`src/rtl/ibis_mapper_pkg.sv`:
```
// Shared types and constants for the texture forward-mapper scheduler.
package ibis_mapper_pkg;

    // Scheduler top-level states
    typedef enum logic [1:0] {
        IDLE  = 2'd0,
        RUN   = 2'd1,
        DRAIN = 2'd2
    } state_t;

    // Config select codes; the code doubles as the write_matrix bit index
    localparam logic [2:0] CFG_SEL_A  = 3'd0;
    localparam logic [2:0] CFG_SEL_B  = 3'd1;
    localparam logic [2:0] CFG_SEL_C  = 3'd2;
    localparam logic [2:0] CFG_SEL_D  = 3'd3;
    localparam logic [2:0] CFG_SEL_TX = 3'd4;
    localparam logic [2:0] CFG_SEL_TY = 3'd5;
    localparam int         NUM_CFG    = 6;

    // The forward mapper needs ten enabled cycles per pass
    localparam int         NUM_PHASES = 10;
    localparam logic [3:0] LAST_PHASE = 4'(NUM_PHASES - 1);

    // Matrix reset values: identity with 1.0 encoded as 0x010
    localparam logic [11:0] MATRIX_ONE  = 12'h010;
    localparam logic [11:0] MATRIX_ZERO = 12'h000;

endpackage

```
`src/rtl/ibis_mapper_result_buffer.sv`:
```
// One-deep valid/ready register slice holding a mapper result.
// A load is accepted unless the slot is full and the consumer is not ready;
// that condition is exported as o_stall so the scheduler can freeze the mapper.
module ibis_mapper_result_buffer #(
    parameter int DW = 32
) (
    input  logic          aclk,
    input  logic          areset,
    input  logic          i_load,
    input  logic [DW-1:0] i_data,
    input  logic          i_ready,
    output logic          o_valid,
    output logic [DW-1:0] o_data,
    output logic          o_stall
);

    logic          r_valid;
    logic [DW-1:0] r_data;

    assign o_stall = r_valid && !i_ready;
    assign o_valid = r_valid;
    assign o_data  = r_data;

    // Slot register: load wins over drain so capture and consume can overlap
    always_ff @(posedge aclk or posedge areset) begin
        if (areset) begin
            r_valid <= 1'b0;
            r_data  <= '0;
        end else if (i_load && !o_stall) begin
            r_valid <= 1'b1;
            r_data  <= i_data;
        end else if (i_ready) begin
            r_valid <= 1'b0;
        end
    end

endmodule

```
`src/rtl/ibis_mapper_scheduler.sv`:
```
// Walks a rectangular pixel span through the 10-phase forward mapper:
// one pixel issued per pass, each pass's result collected at the next
// phase 0 and presented on a valid/ready stream. Matrix/translate writes
// are held in shadow registers and committed to the mapper on a pass boundary.
module ibis_mapper_scheduler
    import ibis_mapper_pkg::*;
#(
    parameter int TILE_SIZE_POW2 = 5,
    parameter int WIDTH          = 10
) (
    input  logic                        aclk,
    input  logic                        areset,
    input  logic                        start,
    input  logic [WIDTH-1:0]            span_x0,
    input  logic [WIDTH-1:0]            span_y0,
    input  logic [WIDTH-1:0]            span_w,
    input  logic [WIDTH-1:0]            span_h,
    output logic                        busy,
    output logic                        done,
    input  logic                        cfg_valid,
    output logic                        cfg_ready,
    input  logic [2:0]                  cfg_sel,
    input  logic [11:0]                 cfg_data,
    output logic                        mapper_enable,
    output logic [5:0]                  mapper_write_matrix,
    output logic [WIDTH-1:0]            mapper_x,
    output logic [WIDTH-1:0]            mapper_y,
    output logic [11:0]                 mapper_A,
    output logic [11:0]                 mapper_B,
    output logic [11:0]                 mapper_C,
    output logic [11:0]                 mapper_D,
    output logic [WIDTH-1:0]            mapper_tx,
    output logic [WIDTH-1:0]            mapper_ty,
    input  logic [2*TILE_SIZE_POW2-1:0] mapper_map_address,
    input  logic                        mapper_stencil,
    output logic                        out_valid,
    input  logic                        out_ready,
    output logic [WIDTH-1:0]            out_x,
    output logic [WIDTH-1:0]            out_y,
    output logic [2*TILE_SIZE_POW2-1:0] out_address,
    output logic                        out_stencil
);

    localparam int AW = 2 * TILE_SIZE_POW2;
    // Buffer payload: {last, x, y, address, stencil}
    localparam int DW = 1 + 2 * WIDTH + AW + 1;

    // Control state
    state_t               r_state;
    state_t               w_state_next;
    logic [3:0]           r_phase;
    logic [NUM_CFG-1:0]   r_pending;
    logic [NUM_CFG-1:0]   w_pending_next;
    logic                 r_done;

    // Shadow matrix / translate registers
    logic [11:0]          r_a, r_b, r_c, r_d;
    logic [WIDTH-1:0]     r_tx, r_ty;

    // Span walk: latched geometry, issue counters and in-flight pixel
    logic [WIDTH-1:0]     r_x0, r_w, r_h;
    logic [WIDTH-1:0]     r_cnt_x, r_cnt_y;
    logic [WIDTH-1:0]     r_col, r_row;
    logic [WIDTH-1:0]     r_fl_x, r_fl_y;
    logic                 r_inflight;

    // Combinational strobes
    logic                 w_enable;
    logic                 w_phase0;
    logic                 w_capture_req;
    logic                 w_stall;
    logic                 w_load;
    logic                 w_issue;
    logic                 w_commit;
    logic                 w_row_end;
    logic                 w_last_pixel;
    logic                 w_span_empty;
    logic                 w_span_accept;
    logic                 w_cfg_we;
    logic [DW-1:0]        w_buf_in;
    logic [DW-1:0]        w_buf_out;
    logic                 w_buf_last;

    assign w_phase0      = (r_phase == 4'd0);
    // r_inflight is only ever set outside IDLE, so this is a RUN/DRAIN capture point
    assign w_capture_req = w_phase0 && r_inflight;
    assign w_load        = w_capture_req && !w_stall;
    assign w_issue       = (r_state == RUN) && w_phase0 && w_enable;
    assign w_commit      = w_enable && w_phase0;
    assign w_row_end     = (r_col == r_w - 1'b1);
    assign w_last_pixel  = w_row_end && (r_row == r_h - 1'b1);
    assign w_span_empty  = (span_w == '0) || (span_h == '0);
    assign w_span_accept = (r_state == IDLE) && start && !w_span_empty;
    assign w_cfg_we      = cfg_valid && (cfg_sel <= CFG_SEL_TY);

    // Next state and mapper enable; RUN only drops enable while stalled,
    // DRAIN parks the mapper at phase 0 on its capture cycle, IDLE runs a
    // pass only to deliver pending config (and then to finish that pass).
    always_comb begin
        w_state_next = r_state;
        w_enable     = 1'b0;
        case (r_state)
            IDLE: begin
                w_enable = (r_phase != 4'd0) || (r_pending != '0);
                if (start && !w_span_empty) begin
                    w_state_next = RUN;
                end
            end
            RUN: begin
                w_enable = !(w_capture_req && w_stall);
                if (w_enable && w_phase0 && w_last_pixel) begin
                    w_state_next = DRAIN;
                end
            end
            DRAIN: begin
                w_enable = !w_phase0;
                if (w_load) begin
                    w_state_next = IDLE;
                end
            end
            default: begin
                w_state_next = IDLE;
            end
        endcase
    end

    // State register
    always_ff @(posedge aclk or posedge areset) begin
        if (areset) begin
            r_state <= IDLE;
        end else begin
            r_state <= w_state_next;
        end
    end

    // Phase tracks the mapper's internal state: moves only when enabled
    always_ff @(posedge aclk or posedge areset) begin
        if (areset) begin
            r_phase <= 4'd0;
        end else if (w_enable) begin
            r_phase <= (r_phase == LAST_PHASE) ? 4'd0 : r_phase + 4'd1;
        end
    end

    // Per-field pending bits: a write landing on a commit cycle survives it
    for (genvar gi = 0; gi < NUM_CFG; gi++) begin : g_pending
        assign w_pending_next[gi] = (w_cfg_we && (cfg_sel == 3'(gi))) ||
                                    (r_pending[gi] && !w_commit);
    end

    // Pending mask register
    always_ff @(posedge aclk or posedge areset) begin
        if (areset) begin
            r_pending <= '0;
        end else begin
            r_pending <= w_pending_next;
        end
    end

    // Shadow registers; the mapper sees the old value during a same-cycle commit
    always_ff @(posedge aclk or posedge areset) begin
        if (areset) begin
            r_a  <= MATRIX_ONE;
            r_b  <= MATRIX_ZERO;
            r_c  <= MATRIX_ZERO;
            r_d  <= MATRIX_ONE;
            r_tx <= '0;
            r_ty <= '0;
        end else if (w_cfg_we) begin
            case (cfg_sel)
                CFG_SEL_A:  r_a  <= cfg_data;
                CFG_SEL_B:  r_b  <= cfg_data;
                CFG_SEL_C:  r_c  <= cfg_data;
                CFG_SEL_D:  r_d  <= cfg_data;
                CFG_SEL_TX: r_tx <= cfg_data[WIDTH-1:0];
                CFG_SEL_TY: r_ty <= cfg_data[WIDTH-1:0];
                default: ;
            endcase
        end
    end

    // Span walker: latch geometry on start, step raster order on each issue
    always_ff @(posedge aclk or posedge areset) begin
        if (areset) begin
            r_x0    <= '0;
            r_w     <= '0;
            r_h     <= '0;
            r_cnt_x <= '0;
            r_cnt_y <= '0;
            r_col   <= '0;
            r_row   <= '0;
            r_fl_x  <= '0;
            r_fl_y  <= '0;
        end else if (w_span_accept) begin
            r_x0    <= span_x0;
            r_w     <= span_w;
            r_h     <= span_h;
            r_cnt_x <= span_x0;
            r_cnt_y <= span_y0;
            r_col   <= '0;
            r_row   <= '0;
        end else if (w_issue) begin
            r_fl_x <= r_cnt_x;
            r_fl_y <= r_cnt_y;
            if (w_row_end) begin
                r_col   <= '0;
                r_row   <= r_row + 1'b1;
                r_cnt_x <= r_x0;
                r_cnt_y <= r_cnt_y + 1'b1;
            end else begin
                r_col   <= r_col + 1'b1;
                r_cnt_x <= r_cnt_x + 1'b1;
            end
        end
    end

    // In-flight flag: set by an issue, cleared once DRAIN collects the last result
    always_ff @(posedge aclk or posedge areset) begin
        if (areset) begin
            r_inflight <= 1'b0;
        end else if (w_issue) begin
            r_inflight <= 1'b1;
        end else if ((r_state == DRAIN) && w_load) begin
            r_inflight <= 1'b0;
        end
    end

    // Done pulse: empty span accepted, or the span's last result consumed
    always_ff @(posedge aclk or posedge areset) begin
        if (areset) begin
            r_done <= 1'b0;
        end else begin
            r_done <= ((r_state == IDLE) && start && w_span_empty) ||
                      (out_valid && out_ready && w_buf_last);
        end
    end

    assign w_buf_in = {(r_state == DRAIN), r_fl_x, r_fl_y,
                       mapper_map_address, mapper_stencil};

    ibis_mapper_result_buffer #(
        .DW (DW)
    ) u_result_buffer (
        .aclk    (aclk),
        .areset  (areset),
        .i_load  (w_load),
        .i_data  (w_buf_in),
        .i_ready (out_ready),
        .o_valid (out_valid),
        .o_data  (w_buf_out),
        .o_stall (w_stall)
    );

    assign {w_buf_last, out_x, out_y, out_address, out_stencil} = w_buf_out;

    assign busy                = (r_state != IDLE);
    assign done                = r_done;
    assign cfg_ready           = 1'b1;
    assign mapper_enable       = w_enable;
    assign mapper_write_matrix = w_commit ? r_pending : '0;
    // RUN presents the next pixel; DRAIN repeats the last pixel as a dummy
    assign mapper_x            = (r_state == RUN) ? r_cnt_x : r_fl_x;
    assign mapper_y            = (r_state == RUN) ? r_cnt_y : r_fl_y;
    assign mapper_A            = r_a;
    assign mapper_B            = r_b;
    assign mapper_C            = r_c;
    assign mapper_D            = r_d;
    assign mapper_tx           = r_tx;
    assign mapper_ty           = r_ty;

endmodule

```
`config.mk`:
```
export PLATFORM = sky130hd
export DESIGN_NAME = ibis_mapper_scheduler
export DESIGN_NICKNAME = d
export VERILOG_FILES = /design/src/rtl/ibis_mapper_pkg.sv /design/src/rtl/ibis_mapper_result_buffer.sv /design/src/rtl/ibis_mapper_scheduler.sv
export SDC_FILE = /design/constraint.sdc
export NUM_CORES = 1
export LEC_CHECK = 0
export BUFFER_PORTS_ARGS = -buffer_cell sky130_fd_sc_hd__buf_4
export CORE_MARGIN = 1.5
export CORE_UTILIZATION = 35
export CTS_CLUSTER_SIZE = 16
export DETAILED_ROUTE_END_ITERATION = 6
export HOLD_SLACK_MARGIN = 0.02
export PLACE_DENSITY = 0.65
export SLEW_MARGIN = 15
export SYNTH_ARGS = -nofsm -noshare
export SYNTH_HDL_FRONTEND = slang
export SYNTH_SLANG_ARGS = --single-unit
```
`constraint.sdc`:
```
create_clock -name aclk -period 5.95 [get_ports aclk]
set_input_delay 0.595 -clock aclk [delete_from_list [all_inputs] [get_ports aclk]]
set_output_delay 0.595 -clock aclk [all_outputs]
set_load 0.02 [all_outputs]
```
# Word-level counts from Yosys, hierarchy flattened
# Index checks and enable logic that the tools add are counted.
word_totals:
  input_bits: 71
  ff_bits: 205
  wordCells: 136
  out_inout_bits: 130
classes:
  muxes: 25
  bitwise_logic: 1
  reduce_logical: 67
  n_lt_le_gt_ge: 1
  n_eq_ne: 13
  n_addsub: 7
ops:
  columns: ["op", "count"]
  rows:
  - ["2-to-1 mux 10 bit", 14]
  - ["adder 10 x 1 -> 10 bit, second input constant", 4]
  - ["logical AND 1 bit", 31]
  - ["== test 10 bit", 2]
  - ["zero test 10 bit", 2]
  - ["subtractor 10 x 1 -> 10 bit, second input constant", 2]
  - ["AND reduction 2 bit", 8]
  - ["nonzero test 2 bit", 5]
  - ["logical OR 1 bit", 9]
  - ["== test 3 x 2 -> 1 bit, second input constant", 2]
  - ["== test 3 bit, second input constant", 2]
  - ["zero test 1 bit", 6]
  - ["2-to-1 mux 2 bit", 3]
  - ["2-to-1 mux 6 bit", 1]
  - ["one-hot mux 2 bit (3 select lines)", 1]
  - ["nonzero test 6 bit", 1]
  - ["adder 4 x 1 -> 4 bit, second input constant", 1]
  - ["== test 4 bit, second input constant", 1]
  - ["zero test 4 bit", 1]
  - ["2-to-1 mux 1 bit", 4]
  - ["2-to-1 mux 4 bit", 1]
  - ["inequality test 2 bit, second input constant", 2]
  - ["nonzero test 4 bit", 1]
  - ["== test 3 x 1 -> 1 bit, second input constant", 1]
  - ["9 further kinds", 9]

# Depth between registers and ports, before layout
# Gate-level depths: netlist (run 1).
logic_depth:
  depth_word: 9
  ltp_mapped: 11

# By module
# A second synthesis (run 1) with hierarchy kept.
unflattened:
  cells_unflattened: 881
  area_unflattened_um2: 9690.5
by_module_without_submodules:
  columns: ["module", "seq_area_each_um2", "area_each_um2", "n_inst", "cells_each"]
  rows:
  - ["ibis_mapper_scheduler", 4306.6, 8291.7, 1, 808]
  - ["ibis_mapper_result_buffer", 825.8, 1398.8, 1, 73]

# Worst setup path after synthesis (run 1)
# No wires, ideal clock.
synth_path:
  kind: "register to register"
  from: "reg r_w[0]"
  to: "reg r_cnt_x[4]"
  setup_slack_ps: 3038
  required_time_ps: 5830
  arrival_time_ps: 2792
  path_stages_with_launch: 10
  setup_ps: 120
  path_cell_list: "dfrtp_1 > inv_1 > ha_1 > or4b_2 > mux2i_1 > nor3_1 > o31ai_1 > nor2_1 > a211o_1 > a41o_1"
synth_via:
  elab_chain_cells: 5
synth_lines:
  columns: ["element", "line_no", "text"]
  rows:
  - ["from (decl)", "ibis_mapper_scheduler.sv:61", "logic [WIDTH-1:0] r_x0, r_w, r_h;"]
  - ["from (signal assigned)", "ibis_mapper_scheduler.sv:196", "r_w <= span_w;"]
  - ["subtractor 10 x 1 -> 10 bit", "ibis_mapper_scheduler.sv:90", "assign w_row_end = (r_col == r_w - 1'b1);"]
  - ["== test 10 bit", "ibis_mapper_scheduler.sv:90", null]
  - ["2-to-1 mux 10 bit", "ibis_mapper_scheduler.sv:205", "if (w_row_end) begin"]
  - ["2-to-1 mux 10 bit", "ibis_mapper_scheduler.sv:202", "end else if (w_issue) begin"]
  - ["2-to-1 mux 10 bit", "ibis_mapper_scheduler.sv:194", "end else if (w_span_accept) begin"]
  - ["to (signal assigned)", "ibis_mapper_scheduler.sv:198", "r_cnt_x <= span_x0;"]
  - ["to (signal assigned)", "ibis_mapper_scheduler.sv:208", "r_cnt_x <= r_x0;"]
  - ["to (signal assigned)", "ibis_mapper_scheduler.sv:212", "r_cnt_x <= r_cnt_x + 1'b1;"]
  - ["to (decl)", "ibis_mapper_scheduler.sv:62", "logic [WIDTH-1:0] r_cnt_x, r_cnt_y;"]
# Every way passes these cells. The select of a mux whose other input is x is not followed.
# A chain may end at the register's enable or synchronous reset.

# Worst setup path in the final report (run 1)
layout_path:
  from: "reg r_phase[1]"
  to: "reg r_row[7]"
layout_via:
  elab_chain_cells: 8
  word_cells_on_any_way: 12
layout_lines:
  columns: ["element", "line_no", "text"]
  rows:
  - ["from (decl)", "ibis_mapper_scheduler.sv:51", "logic [3:0] r_phase;"]
  - ["from (signal assigned)", "ibis_mapper_scheduler.sv:141", "r_phase <= (r_phase == LAST_PHASE) ? 4'd0 : r_phase + 4'd1;"]
  - ["zero test 4 bit", "ibis_mapper_scheduler.sv:84", "assign w_phase0 = (r_phase == 4'd0);"]
  - ["logical AND 1 bit", "ibis_mapper_scheduler.sv:86", "assign w_capture_req = w_phase0 && r_inflight;"]
  - ["logical AND 1 bit", "ibis_mapper_scheduler.sv:110", "w_enable = !(w_capture_req && w_stall);"]
  - ["zero test 1 bit", "ibis_mapper_scheduler.sv:110", null]
  - ["one-hot mux 1 bit (3 select lines)", "ibis_mapper_scheduler.sv:102", "case (r_state)"]
  - ["logical AND 1 bit (*)", "ibis_mapper_scheduler.sv:88", "assign w_issue = (r_state == RUN) && w_phase0 && w_enable;"]
  - ["nonzero test 2 bit (no line) (*)", null, null]
  - ["AND reduction 2 bit (no line) (*)", null, null]
  - ["to (signal assigned)", "ibis_mapper_scheduler.sv:207", "r_row <= r_row + 1'b1;"]
  - ["to (decl)", "ibis_mapper_scheduler.sv:63", "logic [WIDTH-1:0] r_col, r_row;"]
# Mark *: on every way between the ends. The rest lies on a longest branch, timed or not.

==> results of run 1 <==
[Yosys cell counts (all sizes together), types with 7 or more instances]
library cell | number | share of area
and2 | 8 | 0.0052
o21ai | 29 | 0.015
nand4 | 8 | 0.0067
a31oi | 19 | 0.012
xnor2 | 30 | 0.027
nor3 | 18 | 0.0093
xor2 | 7 | 0.0063
nor4 | 11 | 0.0077
or3 | 12 | 0.0082
inv | 18 | 0.0070
a21oi | 11 | 0.0057
buf | 40 | 0.029
o31ai | 7 | 0.0054
and3 | 15 | 0.0097
dfrtp | 203 | 0.52
a21o | 9 | 0.0070
nand2 | 235 | 0.091
clkbuf | 32 | 0.012
nand3 | 25 | 0.013
nand2b | 7 | 0.0053
nor2 | 31 | 0.012
mux2 | 100 | 0.12
[where the power goes]
group	leakage (nW)	internal (W)	switching [W]	total [W]
sequential	2.53	0.00181	0.000335	0.00215
combinational	2.84	0.000813	0.000952	0.00177
clock	0.377	0.000860	0.000576	0.00144
[layout make-up]
cell class / count / area (µm²) / area share
multi-input combinational: 648 / 4150 / 0.341
timing repair buffer: 208 / 1570 / 0.129
inverter: 18 / 71.3 / 0.00586
clock inverter: 6 / 66.3 / 0.00545
clock buffer: 39 / 708 / 0.0582
tap: 372 / 465 / 0.0383
sequential: 205 / 5130 / 0.422
[stage by stage]
stage	std cells	worst slack [ns]	hold WS (ns)	area (µm²)
6_report	1496	2.33	0.280	12200
5_1_grt	1496	1.98	0.272	12200
4_1_cts	1496	2.25	0.267	12200
3_5_place_dp	1451	2.26	0.466	11400
3_3_place_gp	1451	2.41	0.454	11400
2_1_floorplan	943	2.70	0.443	9710
[layer usage]
layer	vias to the layer above	wire length (µm)
met5	-	0
met4	0	405
met3	30	1990
met2	235	11100
met1	3626	10800
li1	3553	-
[kinds of logic (layout without fill, tap and decap cells)]
| family | after synthesis | in the layout | synth area share |
|---|---|---|---|
| buffers and inverters | 90 | 271 | 0.0482 |
| other | 1 | 1 | 0.000386 |
| AND/OR/NAND/NOR | 390 | 390 | 0.183 |
| XOR/XNOR | 37 | 37 | 0.0334 |
| adder cells (fa/ha/maj) | 6 | 6 | 0.00773 |
| AO/OA/AOI/OAI | 108 | 108 | 0.0760 |
| multiplexers | 106 | 106 | 0.122 |
| flip-flops | 205 | 205 | 0.529 |
[how the worst max path moves through the flow]
stage | to | slack (ns)
after global placement | r_cnt_x[4] | 2.41
after CTS | r_cnt_x[4] | 2.25
final | r_row[7] | 2.33
after global routing | r_cnt_y[1] | 1.98
after floorplan | done | 2.70
after detailed placement | r_cnt_x[4] | 2.26
[worst max-delay path: stages (launching register included)]
cell,delay [ns]
dfrtp_1,0.42
nor4_2,0.75
nand2_1,0.20
nor2_2,0.12
buf_4,0.38
o31ai_1,0.29
nor2_1,0.90
a31oi_1,0.16
a41o_1,0.26
[state kept, by name, summed over array words and instances (netlist names), 12 cells and up]
| register | cells |
|---|---|
| mapper_D | 12 |
| mapper_A | 12 |
| u_result_buffer.o_data | 32 |
| mapper_B | 12 |
| mapper_C | 12 |
==> results.tsv, run 1 <==
metric	value	unit
layout_common_cells	nand2_1 (235), buf_4 (207), dfrtp_1 (203)	
grt_pass1_vias	7328	
htree_levels	1	
cts_buffers	25	
drive_above_1_share	0.323	
via_count	7444	
rsz0062_at_grt	no	
cp_data_required_time	6.36	ns
busiest_layer	met2	
grt_start_max_net_pins	129	
cts.clk_slew.worst_paths	0.06	ns
die_w	170	µm
ys_warn_count	0	
path_class	reg -> reg	
utilization	0.449	
use_met1	0.227	
period_minus_slack	3.62	ns
cts_setup_buffers	0	
synth_ff_type	dfrtp_1	
cp-end-kind	register	
worst-path-max-fanout	36	
clock_latency	0.52	ns
firstDrtPassIters	5	
synthCells	943	
n_fill_cell	2571	
grt_use_total	0.169	
clock-sinks	205	
viasPerCell	4.98	
grt_antenna_before_repair	0	
power	0.00535	W
leakage	5.75	nW
fp-row-count	60	
synth_seq_cells	205	
io_pins	201	
ir_drop	0.314	mV
fmax	0.276	GHz
synthDistinctLibCells	60	
fin_tns_setup	0	ns
wl_per_cell	16.2	µm
io_buffer_count	199	
r2r_slack	2.33	ns
tightest_slew	1.11	ns
setup_viol_count_final	0	
dr.first_iter.drc_count	568	
cts_hold_repair.buffers	0	
powerDensity	440	nW/µm²
hold_class	in -> async	
syn-num-nets	1020	
skew	0.0221	ns
cp-start-kind	register	
cts_tree	yes	
ant_nets	0	
num_antenna_cells	0	
grt_pass1_wl	39200	µm
synth_area	9710	µm²
fp.dieArea	28700	µm²
use_met3	0.0515	
gp_congestion	0.817	
grt.overflow.total	0	
cts-root-buf	clkbuf_16	
area_delta_synth_final	25.3	%
fin_nets	1183	
core	27100	µm²
wirelength	24300	µm
cap_violations	0	
maxSlewHeadroom	0.260	
layout.cells.most_common	nand2_1	
ff2ff_path_depth	8	
avgSynthCellArea	10.3	µm²
cts_resized	0	
grtUsageMet2	0.271	
drc	0	
initial_core_util	0.358	
worstReg2RegStart	r_phase[1]	
reg2reg_to	r_row[7]	
worstPathArrival	4.03	ns
post-dp-hpwl	16700	µm
clockBufferDepth	3	
synth-edff-count	0	
async_flop_share	1.00	
status	finished, final reports clean	
crit_start	r_phase[1]	
ys_seq_area_frac	0.529	
fin_crit_sh	0.609	
die_h	170	µm
slew_violations	0	
finalHoldViolations	0	
No activity file was read; power rests on OpenSTA's default activity.
==> run 2: changes to the inputs <==
==> constraint.sdc (replaced) <==
create_clock -name aclk -period 3.1 [get_ports aclk]
set_input_delay 0.31 -clock aclk [delete_from_list [all_inputs] [get_ports aclk]]
set_output_delay 0.31 -clock aclk [all_outputs]
set_load 0.02 [all_outputs]
==> results.tsv, run 2 (same netlist as run 1, synthesis figures left out) <==
metric	value	unit	change
cts-root-buf	clkbuf_16		
viasPerCell	4.88		-2.0%
tightest_slew	0.667	ns	-0.438 ns
clock_latency	0.52	ns	about the same
multi_input_area	4160	µm²	+0.33%
switching_share	0.346		-0.00230
path_class	reg -> reg		
worst-path-max-fanout	10		-72%
io_buffer_count	199		unchanged
drc	0		unchanged
cp-end-kind	register		
clockBufferDepth	3		unchanged
worstPathArrival	3.35	ns	-0.68 ns
seqCellArea	5130	µm²	unchanged
cap_violations	0		unchanged
die_h	170	µm	unchanged
grt_start_max_net_pins	64		-50%
grt_pass1_wl	39900	µm	+1.8%
p_switching	0.00358	W	+92%
cts_buffers	24		-4.0%
p_int	0.00676	W	+94%
leakage	6.01	nW	+4.6%
gp_congestion	0.842		+3.0%
dp_cells	1469		+1.2%
cts_tree	yes		
drive_above_1_share	0.326		+0.00330
fin_nets	1239		+4.7%
grt_antenna_before_repair	0		unchanged
placed_area	11600	µm²	+1.5%
powerDensity	813	nW/µm²	+85%
cts_setup_buffers	0		unchanged
dr.first_iter.drc_count	402		-29%
grt_pass1_vias	7470		+1.9%
fp.dieArea	28700	µm²	unchanged
fin_tns_setup	0	ns	unchanged
grt_use_total	0.171		+0.00150
fmax	0.343	GHz	+24%
via_count	7557		+1.5%
ir_drop	0.491	mV	+56%
skew	0.00667	ns	-0.0155 ns
cts.clk_slew.worst_paths	0.06	ns	about the same
wirelength	24300	µm	about the same
holdWs	0.0326	ns	-0.248 ns
io_pins	201		unchanged
initial_core_util	0.358		unchanged
grt.overflow.total	0		unchanged
finalHoldViolations	0		unchanged
cp_data_required_time	3.53	ns	-2.83 ns
power	0.0103	W	+93%
post-dp-hpwl	17300	µm	+3.5%
slew_violations	0		unchanged
fp-row-count	60		unchanged
maxSlewHeadroom	0.553		+0.293
finalNonFillerCells	1549		+3.5%
period_minus_slack	2.91	ns	-0.710 ns
fin_crit_sh	0.940		+0.331
ant_nets	0		unchanged
n_fill_cell	2582		+0.43%
comb_power_share	0.337		+0.007
num_antenna_cells	0		unchanged
p_seq_frac	0.398		-0.003
setup_viol_count_final	0		unchanged
area_delta_synth_final	31.1	%	
layout_common_cells	nand2_1 (235), buf_4 (222), dfrtp_1 (203)		
clock-sinks	205		unchanged
rsz0062_at_grt	no		
htree_levels	1		unchanged
status	finished, final reports clean		
core	27100	µm²	unchanged
final_area	12700	µm²	+4.6%
wl_per_cell	15.7	µm	-3.5%
firstDrtPassIters	5		unchanged
largest_reg_flops	32		unchanged
hold_class	in -> reg		
cp-start-kind	register		
p_clk_frac	0.265		-0.004
die_w	170	µm	unchanged
layout.cells.most_common	nand2_1		
==> run 2: cell count changes in the layout (fill, tap and decap cells not counted), sizes merged <==
cell	before	now
buf	208	226
clkinv	4	3
clkbuf	39	36
dlygate4sd3	0	38
nand2b	7	8
==> run 2: worst paths after layout <==
kind	startpoint	to	slack (ns)	depth (start not counted)
worst max-delay path	r_w[0]	r_col[5]	0.19	10
worst min-delay path	span_x0[3]	r_x0[3]	0.03	3
worst max register to register	r_w[0]	r_col[5]	0.19	10
worst min register to register	r_x0[7]	r_x0[7]	0.48	2
max in group asynchronous	areset	mapper_A[4]	1.95	4
min in group asynchronous	areset	mapper_D[11]	0.41	3
==> run 2: critical path, stage by stage, from the launching register on <==
cell     delay, ns
dfrtp_1       0.42
inv_1         0.10
ha_1          0.17
or4b_2        0.61
mux2i_1       0.15
nor3_1        0.08
or3_4         0.41
nor2b_1       0.15
buf_4         0.17
or4_1         0.49
o21ai_0       0.08
==> run 2: what timing repair did <==
item	4_1_cts	5_1_grt
hold buffers	38	0
endpoints found under the setup margin	0	2
gates resized for setup	0	1
hold endpoints to repair	52	0
==> run 2: cell type report <==
| class | instances | area share |
|---|---|---|
| Multi-Input combinational cell | 649 | 0.327 |
| Sequential cell | 205 | 0.403 |
| Inverter | 18 | 0.00560 |
| Clock buffer | 36 | 0.0554 |
| Tap cell | 372 | 0.0366 |
| Clock inverter | 5 | 0.00511 |
| Timing Repair Buffer | 264 | 0.167 |
==> run 2: layer usage <==
| metal | part of all wire | GRT usage | wire length [µm] | vias to the layer above |
|---|---|---|---|---|
| met2 | 0.45 | 0.273 | 10900 | 191 |
| met4 | 0.020 | 0.0416 | 496 | 0 |
| met3 | 0.060 | 0.0394 | 1460 | 32 |
| li1 | - | - | - | 3659 |
| met5 | 0 | 0 | 0 | - |
| met1 | 0.47 | 0.234 | 11500 | 3675 |
==> run 2: per-stage QoR <==
| stage | util | setup slack, ns |
|---|---|---|
| 5_1_grt | 0.470 | 0.0472 |
| 3_5_place_dp | 0.427 | 0.160 |
| 2_1_floorplan | - | 0.133 |
| 6_report | 0.470 | 0.186 |
| 4_1_cts | 0.469 | 0.157 |
| 3_3_place_gp | 0.427 | 0.206 |
==> run 2: power groups by stage <==
| stage | registers, W | clock network [W] | logic, W |
|---|---|---|---|
| after floorplan | 0.00424 | 0 | 0.00221 |
| after global placement | 0.00413 | 0 | 0.00340 |
| after detailed placement | 0.00416 | 0 | 0.00346 |
| after CTS | 0.00412 | 0.00282 | 0.00351 |
| after global routing | 0.00425 | 0.00291 | 0.00382 |
| final | 0.00412 | 0.00274 | 0.00349 |
